$ cat src/rtl/seq_pkg.sv
// Shared encodings for the instruction sequencer: instruction field positions,
// opcodes, and the execution-state codes the datapath output decoder keys on.
package seq_pkg;

  localparam int IR_W   = 23;
  localparam int OPC_HI = 22;
  localparam int OPC_LO = 20;
  localparam int RX_HI  = 19;
  localparam int RX_LO  = 16;
  localparam int RY_HI  = 15;
  localparam int RY_LO  = 12;

  localparam logic [2:0] OP_LOAD = 3'b000;
  localparam logic [2:0] OP_MOV  = 3'b001;
  localparam logic [2:0] OP_ADD  = 3'b010;
  localparam logic [2:0] OP_SUB  = 3'b011;

  localparam logic [4:0] ST_IDLE     = 5'b00000;
  localparam logic [4:0] ST_LOAD     = 5'b00001;
  localparam logic [4:0] ST_MOV      = 5'b00010;
  localparam logic [4:0] ST_ARITH_A  = 5'b00011;
  localparam logic [4:0] ST_ARITH_G  = 5'b00100;
  localparam logic [4:0] ST_ARITH_WB = 5'b00101;

  typedef enum logic [4:0] {
    S_IDLE     = ST_IDLE,
    S_LOAD     = ST_LOAD,
    S_MOV      = ST_MOV,
    S_ARITH_A  = ST_ARITH_A,
    S_ARITH_G  = ST_ARITH_G,
    S_ARITH_WB = ST_ARITH_WB
  } state_t;

endpackage

$ cat src/rtl/seq_decode.sv
// Combinational opcode decode: first execution state and legality.
// Illegal opcodes map to IDLE so the FSM simply stays put.
module seq_decode
  import seq_pkg::*;
(
  input  logic [2:0] opcode,
  output state_t     first_state,
  output logic       legal
);

  always_comb begin
    first_state = S_IDLE;
    legal       = 1'b1;
    case (opcode)
      OP_LOAD:        first_state = S_LOAD;
      OP_MOV:         first_state = S_MOV;
      OP_ADD, OP_SUB: first_state = S_ARITH_A;
      default:        legal       = 1'b0;
    endcase
  end

endmodule

$ cat src/rtl/instr_sequencer.sv
// Instruction sequencer: IR, execution FSM and completed-instruction counter.
// Define SEQ_SINGLE_STEP_EN to add the step port and hold each execution state until stepped.
module instr_sequencer
  import seq_pkg::*;
(
  input  logic            clk,
  input  logic            rst_n,
  input  logic [IR_W-1:0] instr_in,
  input  logic            instr_valid,
  output logic            instr_ready,
  output logic [IR_W-1:0] instr,
  output logic [4:0]      state,
  output logic            alu_sub,
  output logic            done,
  output logic            illegal,
  output logic [7:0]      instr_count
`ifdef SEQ_SINGLE_STEP_EN
  ,
  input  logic            step
`endif
);

  state_t st;
  state_t first_state;
  logic   legal;
  logic   adv;
  logic   accept;

  seq_decode u_dec (
    .opcode      (instr_in[OPC_HI:OPC_LO]),
    .first_state (first_state),
    .legal       (legal)
  );

`ifdef SEQ_SINGLE_STEP_EN
  assign adv = step;
`else
  assign adv = 1'b1;
`endif

  assign state       = st;
  assign instr_ready = (st == S_IDLE);
  assign accept      = instr_valid && instr_ready;
  // done marks the advancing cycle of a final state, so stepping cannot double-count
  assign done        = adv && ((st == S_LOAD) || (st == S_MOV) || (st == S_ARITH_WB));
  assign alu_sub     = (st == S_ARITH_G) && (instr[OPC_HI:OPC_LO] == OP_SUB);

  always_ff @(posedge clk or negedge rst_n) begin
    if (!rst_n) begin
      st          <= S_IDLE;
      instr       <= '0;
      instr_count <= '0;
      illegal     <= 1'b0;
    end else begin
      illegal <= 1'b0;
      if (done) instr_count <= instr_count + 8'd1;
      case (st)
        S_IDLE: begin
          if (accept) begin
            instr   <= instr_in;
            st      <= first_state;
            illegal <= !legal;
          end
        end
        S_LOAD, S_MOV, S_ARITH_WB: if (adv) st <= S_IDLE;
        S_ARITH_A:                 if (adv) st <= S_ARITH_G;
        S_ARITH_G:                 if (adv) st <= S_ARITH_WB;
        default:                   st <= S_IDLE;
      endcase
    end
  end

endmodule

$ cat config.mk
export PLATFORM = sky130hd
export DESIGN_NAME = instr_sequencer
export DESIGN_NICKNAME = d
export VERILOG_FILES = /design/src/rtl/seq_pkg.sv /design/src/rtl/seq_decode.sv /design/src/rtl/instr_sequencer.sv
export SDC_FILE = /design/constraint.sdc
export NUM_CORES = 1
export LEC_CHECK = 0
export CORE_UTILIZATION = 37
export DETAILED_ROUTE_END_ITERATION = 8
export PLACE_DENSITY = 0.75
export SYNTH_ARGS = -nofsm -noshare
export SYNTH_HDL_FRONTEND = slang
export SYNTH_SLANG_ARGS = --single-unit
$ cat constraint.sdc
create_clock -name clk -period 1.6 [get_ports clk]
set_clock_uncertainty 0.1 [all_clocks]
set_input_delay 0.48 -clock clk [delete_from_list [all_inputs] [get_ports clk]]
set_output_delay 0.48 -clock clk [all_outputs]
set_load 0.005 [all_outputs]
==> impl_metrics.yaml, run 1 <==
clock_network:
  cts.clk_slew.worst_paths_ns: 0.07
  clock_sink_count: 35
  cts_max_path_buffers: 2
  cts_inserted_buffers: 5
  cts.hold.buffers_added: 0
  htree_levels: 2
  cts_root_buf: "sky130_fd_sc_hd__clkbuf_8"
  clock_latency_ns: 0.29
  tritoncts: "built"
timing:
  grt_setup_unrepaired: "yes"
  setup_violations: 27
  fin_crit_ns: 1.82
  total_negative_slack_for_setup_checks_ns: -4.85
  fin_crit_sh: 1.14
  number_of_pins_exceeding_their_max_slew_limit_in_the_final_report: 0
  fmaxAchievable_ghz: 0.548
  final.setup.worst_slack_ns: -0.224
  hold_viol: 0
setup_path:
  worstReg2RegEnd: "instr[21]"
  highest_net_fanout_along_the_worst_path: 4
  cp_data_required_time_ns: 1.02
  r2r_cells: 5
  startpoint: "state[0]"
  worst_ep_arrival_ns: 1.24
  critical_path.endpoint: "done"
  crit-reg2reg-launch: "state[2]"
  regToRegSetupSlack_ns: -0.22
  critical_path.endpoint_type: "output pin"
  crit_path_class: "reg -> out"
  worstSetupStartpointType: "register"
grt:
  grt_antenna_before_repair: 0
  vias_in_the_first_global_route: 1320
  grt_max_degree: 36
  overflow: 0
  total_routing_resource_utilization_after_global_routing: 0.198
  grt_pass1_wl_microns: 6170
power:
  intPower_mw: 2.61
  clock_power_share: 0.164
  power.combinational.fraction: 0.457
  p_switching_mw: 1.12
  netSwitchingFraction: 0.300
  power.sequential.fraction: 0.378
  leakagePower_nw: 1.20
  vdd.ir_drop.worst_v: 0.000855
  power-per-cell-area_mw_per_mm2: 1510
synthesis:
  synth.yosys.warnings: 0
  synth_cell_types: 27
  parity_gate_share_of_the_synthesized_area_counting_xor_and_xnor_cells: 0.0415
  synth-adder-area-share: 0.00847
  area_fraction_in_and_or_nand_and_nor_cells_after_synthesis: 0.0797
  seq_total_area_yosys: 0.593
  post_synth_mux_area_share: 0.183
  syn_avg_cell_area_sq_um: 14.6
  synth-seq-cells: 35
  synth_top_family_by_area: "multiplexers"
  syn_area_sq_mm: 0.00148
  compound_gate_portion_of_the_synthesized_area: 0.0458
  syn-instance-count: 101
place:
  setup_ws_pre_cts_ns: -0.458
  dpl_cell_area_sq_mm: 0.00226
  buffer_ports.inserted: 63
  routability_congestion_estimate_from_global_placement: 0.723
  dp.final_hpwl_microns: 2490
layout:
  antenna_cells: 0
  post-route-cell-area_sq_mm: 0.00247
  post_route_cells_drive_above_1_share: 0.388
  num-nets-final: 222
  final.fill_count: 288
  area_growth_pct: 67.5
route:
  route.detailed.vias_per_inst: 4.70
  drt-initial-drc-count: 40
  drt_pre_antenna_iters: 4
  antenna_violating_nets_post_route: 0
  number_of_vias_in_the_routed_layout: 1148
  drcViolationCount: 0
  wire_per_inst_microns: 14.6
  totalWireLength_microns: 3560
floorplanning:
  die_height_microns: 65.2
  die-width_microns: 65.2
  design.die.area_sq_mm: 0.00425
  placementRows: 22
  initial_utilization: 0.394
  io_pins: 66
  core_region_area_sq_mm: 0.00374
outcome:
  violations: "setup timing"
  result_of_the_run: "finished, violations left"
worst_hold_path:
  hold_class: "reg -> reg"
run:
  cap_violations: 0
## stage by stage
stage          utilization  total power [mW]  hold WS [ns]  std cells
4_1_cts              0.653              3.70         0.394        244
2_1_floorplan            -              2.05        0.0844        102
6_report             0.660              3.73         0.393        244
5_1_grt              0.660              4.00         0.437        244
3_5_place_dp         0.605              3.14         0.374        223
3_3_place_gp         0.605              3.09         0.363        223
## worst min path at each step
stage / cells past startpoint / end / slack (ns) / startpoint
after CTS: 1 / instr[16] / 0.39 / instr[16]
after global placement: 1 / instr_count[7] / 0.36 / instr_count[7]
after global routing: 1 / instr[11] / 0.44 / instr[11]
final: 1 / instr[1] / 0.39 / instr[1]
after detailed placement: 1 / instr_count[7] / 0.37 / instr_count[7]
after floorplan: 0 / illegal / 0.08 / rst_n
## power groups by stage
| stage | clock (mW) | combinational, mW | sequential (mW) |
|---|---|---|---|
| floorplan | 0 | 0.567 | 1.48 |
| global placement | 0 | 1.67 | 1.42 |
| detailed placement | 0 | 1.70 | 1.44 |
| CTS | 0.631 | 1.66 | 1.41 |
| global route | 0.687 | 1.85 | 1.46 |
| finish | 0.614 | 1.71 | 1.41 |
## metal layers
| metal | routed length, microns | global-route usage | vias to the layer above |
|---|---|---|---|
| met1 | 1420 | 0.222 | 548 |
| met4 | 106 | 0.125 | 0 |
| met2 | 1770 | 0.317 | 45 |
| li1 | - | - | 546 |
| met3 | 265 | 0.0712 | 9 |
| met5 | 0 | 0 | - |
## area by class of cell
class | instances | area, sq um | share of cell area
Inverter | 1 | 3.75 | 0.00152
Timing Repair Buffer | 93 | 838 | 0.339
Sequential cell | 35 | 877 | 0.355
Clock buffer | 5 | 68.8 | 0.0278
Tap cell | 48 | 60.1 | 0.0243
Multi-Input combinational cell | 59 | 609 | 0.246
Clock inverter | 3 | 15.0 | 0.00607
## cells in the final DEF, fill, tap and decap left out, drive strengths merged, types with 3 or more instances in the layout
master         netlist  final
buf                  7     39
dfrtp               35     35
dlygate4sd2          0     29
clkdlybuf4s50        0     25
mux2                24     24
xnor2                6      6
clkbuf               0      5
o2111ai              3      3
clkinv               0      3
nor3                 3      3
## registers in the layout (all words and copies together) (netlist names)
signal	count
illegal	1
instr_count	8
state	3
instr	23
## cells by family after synthesis
| group | Yosys count |
|---|---|
| compound gates | 9 |
| fa+ha+maj | 1 |
| flops | 35 |
| xor+xnor | 7 |
| simple gates | 16 |
| mux | 24 |
| other cells | 1 |
| buf+inv | 8 |
## cells in the mapped netlist
cell type / count / share of area
sky130_fd_sc_hd__nand4b_1: 1 / 0.0059
sky130_fd_sc_hd__nor2_1: 1 / 0.0025
sky130_fd_sc_hd__dfrtp_1: 35 / 0.59
sky130_fd_sc_hd__mux2_1: 3 / 0.023
sky130_fd_sc_hd__and4_1: 1 / 0.0059
sky130_fd_sc_hd__conb_1: 1 / 0.0025
sky130_fd_sc_hd__nor3b_2: 1 / 0.0085
sky130_fd_sc_hd__nand2b_1: 1 / 0.0042
sky130_fd_sc_hd__ha_1: 1 / 0.0085
sky130_fd_sc_hd__buf_4: 4 / 0.020
sky130_fd_sc_hd__nand2_1: 2 / 0.0051
sky130_fd_sc_hd__inv_1: 1 / 0.0025
sky130_fd_sc_hd__buf_6: 3 / 0.023
sky130_fd_sc_hd__xor2_1: 1 / 0.0059
sky130_fd_sc_hd__xnor2_1: 6 / 0.036
sky130_fd_sc_hd__a31oi_1: 1 / 0.0042
sky130_fd_sc_hd__nor4b_4: 1 / 0.016
sky130_fd_sc_hd__o2111ai_1: 3 / 0.018
sky130_fd_sc_hd__o211ai_1: 2 / 0.010
sky130_fd_sc_hd__nor2b_1: 1 / 0.0042
sky130_fd_sc_hd__and3_1: 2 / 0.0085
sky130_fd_sc_hd__o21ai_0: 2 / 0.0068
sky130_fd_sc_hd__mux2_2: 21 / 0.16
sky130_fd_sc_hd__or2_0: 1 / 0.0042
sky130_fd_sc_hd__nor3_1: 3 / 0.010
sky130_fd_sc_hd__o211a_1: 1 / 0.0068
sky130_fd_sc_hd__and2_1: 1 / 0.0042
## timing repair
| action | 4_1_cts | 5_1_grt |
|---|---|---|
| resized for setup | 82 | 12 |
| setup buffers | 14 | 2 |
| cloned | 0 | 0 |
| setup endpoints to repair | 61 | 31 |
| pin swaps | 2 | 0 |
## critical path: stages (launching register included)
cell and delay (ns):
sky130_fd_sc_hd__dfrtp_2 0.44, sky130_fd_sc_hd__nor2b_4 0.14, sky130_fd_sc_hd__or2_1 0.24, sky130_fd_sc_hd__buf_2 0.13
No activity file was read; power rests on OpenSTA's default activity.
==> inputs of run 2 (changes only) <==
--- a/config.mk
+++ b/config.mk
@@ -5,9 +5,10 @@
 export SDC_FILE = /design/constraint.sdc
 export NUM_CORES = 1
 export LEC_CHECK = 0
-export CORE_UTILIZATION = 37
+export CORE_UTILIZATION = 52
 export DETAILED_ROUTE_END_ITERATION = 8
-export PLACE_DENSITY = 0.75
+export DONT_BUFFER_PORTS = 1
+export PLACE_DENSITY = 0.7
 export SYNTH_ARGS = -nofsm -noshare
 export SYNTH_HDL_FRONTEND = slang
 export SYNTH_SLANG_ARGS = --single-unit
==> constraint.sdc (replaced) <==
create_clock -name clk -period 1.59 [get_ports clk]
set_clock_uncertainty 0.1 [all_clocks]
set_input_delay 0.477 -clock clk [delete_from_list [all_inputs] [get_ports clk]]
set_output_delay 0.477 -clock clk [all_outputs]
set_load 0.005 [all_outputs]
==> run 2 against run 1 <==
The flow still finishes with violations (setup timing); sequential power increased by 11%; critical path depth decreased by 1; global-route usage shrank 2.4 points; sequential cell count unchanged; combinational power down 47%; critical endpoint unchanged; highest routed layer unchanged.
==> impl_metrics.yaml, run 2 (synthesis gave the netlist of run 1 again) <==
place:
  dp.final_hpwl_microns: 1640
  routability_congestion_estimate_from_global_placement: 0.791
  buffer_ports.inserted: 0
  setup_ws_pre_cts_ns: 0.0185
setup_path:
  worst_ep_arrival_ns: 1.20
  crit_path_class: "reg -> out"
  critical_path.endpoint_type: "output pin"
  worstSetupStartpointType: "register"
  highest_net_fanout_along_the_worst_path: 5
  cp_data_required_time_ns: 1.01
route:
  antenna_violating_nets_post_route: 0
  drcViolationCount: 0
  route.detailed.vias_per_inst: 5.79
  drt-initial-drc-count: 21
  totalWireLength_microns: 2720
  wire_per_inst_microns: 18.2
  number_of_vias_in_the_routed_layout: 863
  drt_pre_antenna_iters: 2
clock_network:
  cts_root_buf: "sky130_fd_sc_hd__clkbuf_4"
  clock_sink_count: 35
  clock_latency_ns: 0.34
  cts_max_path_buffers: 2
  cts_inserted_buffers: 5
  htree_levels: 2
  cts.clk_slew.worst_paths_ns: 0.10
  tritoncts: "built"
timing:
  fmaxAchievable_ghz: 0.563
  fin_crit_ns: 1.78
  number_of_pins_exceeding_their_max_slew_limit_in_the_final_report: 0
  setup_violations: 26
  fin_crit_sh: 1.12
  grt_setup_unrepaired: "yes"
  final.setup.worst_slack_ns: -0.186
  hold_viol: 0
  total_negative_slack_for_setup_checks_ns: -3.06
grt:
  grt_pass1_wl_microns: 4050
  vias_in_the_first_global_route: 899
  grt_max_degree: 36
  grt_antenna_before_repair: 0
  total_routing_resource_utilization_after_global_routing: 0.174
  overflow: 0
power:
  power_after_layout_mw: 3.03
  vdd.ir_drop.worst_v: 0.00124
  power-per-cell-area_mw_per_mm2: 1690
  leakagePower_nw: 0.803
layout:
  most-common-layout-cells: "sky130_fd_sc_hd__dfrtp_1, sky130_fd_sc_hd__mux2_2, sky130_fd_sc_hd__mux2_4"
  post_route_cells_drive_above_1_share: 0.462
  num-nets-final: 145
  antenna_cells: 0
  final_common_cell: "sky130_fd_sc_hd__dfrtp_1"
  area_growth_pct: 21.3
  largest_reg_flops: 23
  final.fill_count: 181
  largest-register: "instr"
floorplanning:
  io_pins: 66
  die-width_microns: 55.3
  design.die.area_sq_mm: 0.00306
  initial_utilization: 0.570
  die_height_microns: 55.3
  core_region_area_sq_mm: 0.00259
  placementRows: 18
outcome:
  result_of_the_run: "finished, violations left"
  violations: "setup timing"
worst_hold_path:
  hold_class: "in -> reg"
run:
  cap_violations: 0
run 2: cell count changes in the layout (fill, tap and decap cells not counted), moves of 5 or more:
cell / delta
sky130_fd_sc_hd__clkdlybuf4s50_1: -25
sky130_fd_sc_hd__mux2_2: +5
sky130_fd_sc_hd__buf_6: -5
sky130_fd_sc_hd__dlygate4sd2_1: -29
sky130_fd_sc_hd__buf_2: -7
sky130_fd_sc_hd__buf_4: -14
sky130_fd_sc_hd__mux2_4: -5
sky130_fd_sc_hd__clkbuf_4: +5
run 2: final timing paths:
check                               startpoint        endpoint  slack (ns)  depth (start not counted)
worst min register to register  instr_count[7]  instr_count[7]        0.41                          1
worst min-delay path              instr_in[22]         illegal        0.17                          1
max in group asynchronous                rst_n        state[1]        0.71                          2
worst max register to register        state[1]       instr[12]       -0.14                          5
min in group asynchronous                rst_n  instr_count[3]        0.49                          2
worst max-delay path                  state[0]            done       -0.19                          2
run 2: per-layer routing:
layer	GRT usage	vias to the layer above	wire length (microns)
met5	0	-	0
met4	0.0750	0	47
met3	0.0890	7	246
met2	0.265	48	1230
met1	0.207	416	1190
li1	-	392	-
run 2: area by class of cell:
class / count / area [sq um] / share of cell area
inverters: 1 / 3.75 / 0.00210
flip-flops and latches: 35 / 880 / 0.491
repair buffers: 16 / 198 / 0.110
clock inverters: 1 / 7.51 / 0.00419
clock buffers: 7 / 65.1 / 0.0363
well taps: 30 / 37.5 / 0.0210
multi-input cells: 59 / 599 / 0.335
run 2: report_power, final:
part / switching [mW] / internal, mW / total [mW]
Clock: 0.290 / 0.258 / 0.548
Sequential: 0.341 / 1.23 / 1.57
Combinational: 0.317 / 0.590 / 0.907
run 2: timing repair:
action / CTS / global route
pin swaps: 2 / 1
gates resized for setup: 8 / 12
gates cloned: 0 / 3
buffers inserted: 3 / 2
hold endpoints to repair: 35 / 0
hold buffers: 2 / 0
endpoints found under the setup margin: 3 / 27
run 2: through the flow:
| step | hold WS [ns] | util | cells | instance area (sq um) |
|---|---|---|---|---|
| floorplan | 0.0814 | - | 102 | 1490 |
| global placement | 0.0821 | 0.585 | 131 | 1520 |
| detailed placement | 0.0820 | 0.585 | 131 | 1520 |
| CTS | 0.148 | 0.643 | 144 | 1670 |
| global route | 0.147 | 0.691 | 149 | 1790 |
| finish | 0.169 | 0.691 | 149 | 1790 |
run 2: worst max-delay path, stage by stage (launching register included):
cell	delay [ns]
sky130_fd_sc_hd__dfrtp_2	0.46
sky130_fd_sc_hd__nor2b_4	0.14
sky130_fd_sc_hd__or2_4	0.26
==> inputs of run 3 (changes only) <==
--- a/config.mk
+++ b/config.mk
@@ -5,10 +5,9 @@
 export SDC_FILE = /design/constraint.sdc
 export NUM_CORES = 1
 export LEC_CHECK = 0
-export CORE_UTILIZATION = 52
+export CORE_UTILIZATION = 37
 export DETAILED_ROUTE_END_ITERATION = 8
-export DONT_BUFFER_PORTS = 1
-export PLACE_DENSITY = 0.7
+export PLACE_DENSITY = 0.75
 export SYNTH_ARGS = -nofsm -noshare
 export SYNTH_HDL_FRONTEND = slang
 export SYNTH_SLANG_ARGS = --single-unit
==> run 3 against run 2 <==
Critical path type is now reg -> reg; the run still ends with setup timing left; non-clock buffer count rose by 79; register-to-register slack got worse by 0.095 ns; sequential cell count did not move; clock-buffer cell count rose by 1; final area rose by 44%; via count rose by 33%; cell count rose by 65%; combinational power rose by 110%; global-route usage fell by 0.078 points.
==> impl_metrics.yaml, run 3 (synthesis gave the netlist of run 1 again) <==
outcome:
  result_of_the_run: "finished, violations left"
  violations: "setup timing"
grt:
  grt_antenna_before_repair: 0
  grt_max_degree: 36
  vias_in_the_first_global_route: 1209
  overflow: 0
  grt_pass1_wl_microns: 5460
  total_routing_resource_utilization_after_global_routing: 0.174
setup_path:
  crit_path_class: "reg -> reg"
  critical_path.slowest_cell: "sky130_fd_sc_hd__dfrtp_2"
  cp_common_cell: "sky130_fd_sc_hd__buf_6"
  crit-reg2reg-launch: "state[0]"
  worst_path_dominant_cell_family: "buffers and inverters"
  startpoint: "state[0]"
  highest_net_fanout_along_the_worst_path: 5
  critical_path.endpoint_type: "register"
  worst_ep_arrival_ns: 1.88
  cp_num_buf_inv: 4
  cp_data_required_time_ns: 1.65
  ordered_list_of_cells_on_the_worst_path: "buf_6 -> buf_6 -> nor4b_4 -> buf_6 -> clkbuf_16 -> mux2_4"
  timing.critical_path.slowest_cell_delay_ns: 0.44
  worstSetupStartpointType: "register"
floorplanning:
  die_height_microns: 65.2
  die-width_microns: 65.2
  design.die.area_sq_mm: 0.00425
  initial_utilization: 0.394
  io_pins: 66
  placementRows: 22
  core_region_area_sq_mm: 0.00374
route:
  drcViolationCount: 0
  number_of_vias_in_the_routed_layout: 1149
  route.detailed.vias_per_inst: 4.67
  drt-initial-drc-count: 25
  drt_pre_antenna_iters: 4
  totalWireLength_microns: 3810
  antenna_violating_nets_post_route: 0
  wire_per_inst_microns: 15.5
place:
  dp.final_hpwl_microns: 2370
  buffer_ports.inserted: 63
  setup_ws_pre_cts_ns: -0.462
  dp.cells: 224
  routability_congestion_estimate_from_global_placement: 0.725
timing:
  fin_crit_ns: 1.83
  fin_crit_sh: 1.15
  fmaxAchievable_ghz: 0.548
  number_of_pins_exceeding_their_max_slew_limit_in_the_final_report: 0
  hold_ws_ns: 0.412
  final.setup.worst_slack_ns: -0.235
  hold_viol: 0
  grt_setup_unrepaired: "yes"
  setup_violations: 29
power:
  power-per-cell-area_mw_per_mm2: 1560
  leakagePower_nw: 1.27
  vdd.ir_drop.worst_v: 0.000797
clock_network:
  cts_inserted_buffers: 5
  cts_max_path_buffers: 2
  clock_sink_count: 35
  htree_levels: 2
  clock_latency_ns: 0.28
  cts_root_buf: "sky130_fd_sc_hd__clkbuf_8"
  tritoncts: "built"
  cts.clk_slew.worst_paths_ns: 0.07
worst_hold_path:
  hold_class: "reg -> reg"
  hold_start: "instr[11]"
layout:
  fin_util: 0.688
  finish.cell_count_without_fillers: 246
  num-nets-final: 224
  antenna_cells: 0
  area_growth_pct: 74.4
  largest-register: "instr"
  largest_reg_flops: 23
  final_common_cell: "sky130_fd_sc_hd__dfrtp_1"
  final.fill_count: 272
  post_route_cells_drive_above_1_share: 0.394
  most-common-layout-cells: "sky130_fd_sc_hd__dfrtp_1, sky130_fd_sc_hd__dlygate4sd2_1, sky130_fd_sc_hd__clkdlybuf4s50_1"
run:
  cap_violations: 0
run 3: changes by cell type in the layout (fill, tap and decap cells not counted), sizes merged:
cell,before,now
dlygate4sd2,0,29
buf,13,37
clkinvlp,1,0
clkbuf,9,12
clkdlybuf4s50,0,25
dlygate4sd3,1,0
run 3: timing repair:
item,in CTS,in global routing
setup buffers,9,2
pin swaps,2,1
gates resized for setup,69,31
setup endpoints to repair,61,32
gates cloned,0,3
hold buffers,0,0
run 3: area by class of cell:
cell class / count / area, sq um / share of cell area
inverters: 1 / 3.75 / 0.00146
well taps: 48 / 60.1 / 0.0233
repair buffers: 95 / 893 / 0.347
flip-flops and latches: 35 / 877 / 0.341
clock buffers: 8 / 100 / 0.0389
multi-input cells: 59 / 641 / 0.249
run 3: where the power goes:
group | internal, mW | switching (mW)
combinational | 1.23 | 0.665
clock | 0.395 | 0.305
sequential | 1.23 | 0.193
total | 2.86 | 1.16
run 3: stage by stage:
step / cell area, sq um / setup TNS, ns / power (mW)
global placement: 2270 / -10.35 / 3.13
detailed placement: 2270 / -11.43 / 3.17
global route: 2570 / -6.78 / 4.27
finish: 2570 / -5.53 / 4.02
floorplan: 1490 / -2.36 / 2.06
CTS: 2420 / -5.59 / 3.74
run 3: path summary, 6_finish.rpt:
kind	depth (start not counted)	end	slack (ns)
max	6	instr[9]	-0.24
min	1	instr[11]	0.41
max reg2reg	6	instr[9]	-0.24
min reg2reg	1	instr[11]	0.41
max in group asynchronous	2	state[0]	0.73
min in group asynchronous	2	instr[13]	0.47
run 3: metal layers:
| metal | part of all wire | wire length, microns | global-route usage | vias to the layer above |
|---|---|---|---|---|
| met5 | 0 | 0 | 0 | - |
| met4 | 0.012 | 44 | 0.0734 | 0 |
| met3 | 0.066 | 253 | 0.0677 | 4 |
| met2 | 0.51 | 1920 | 0.281 | 38 |
| met1 | 0.42 | 1580 | 0.204 | 560 |
| li1 | - | - | - | 547 |
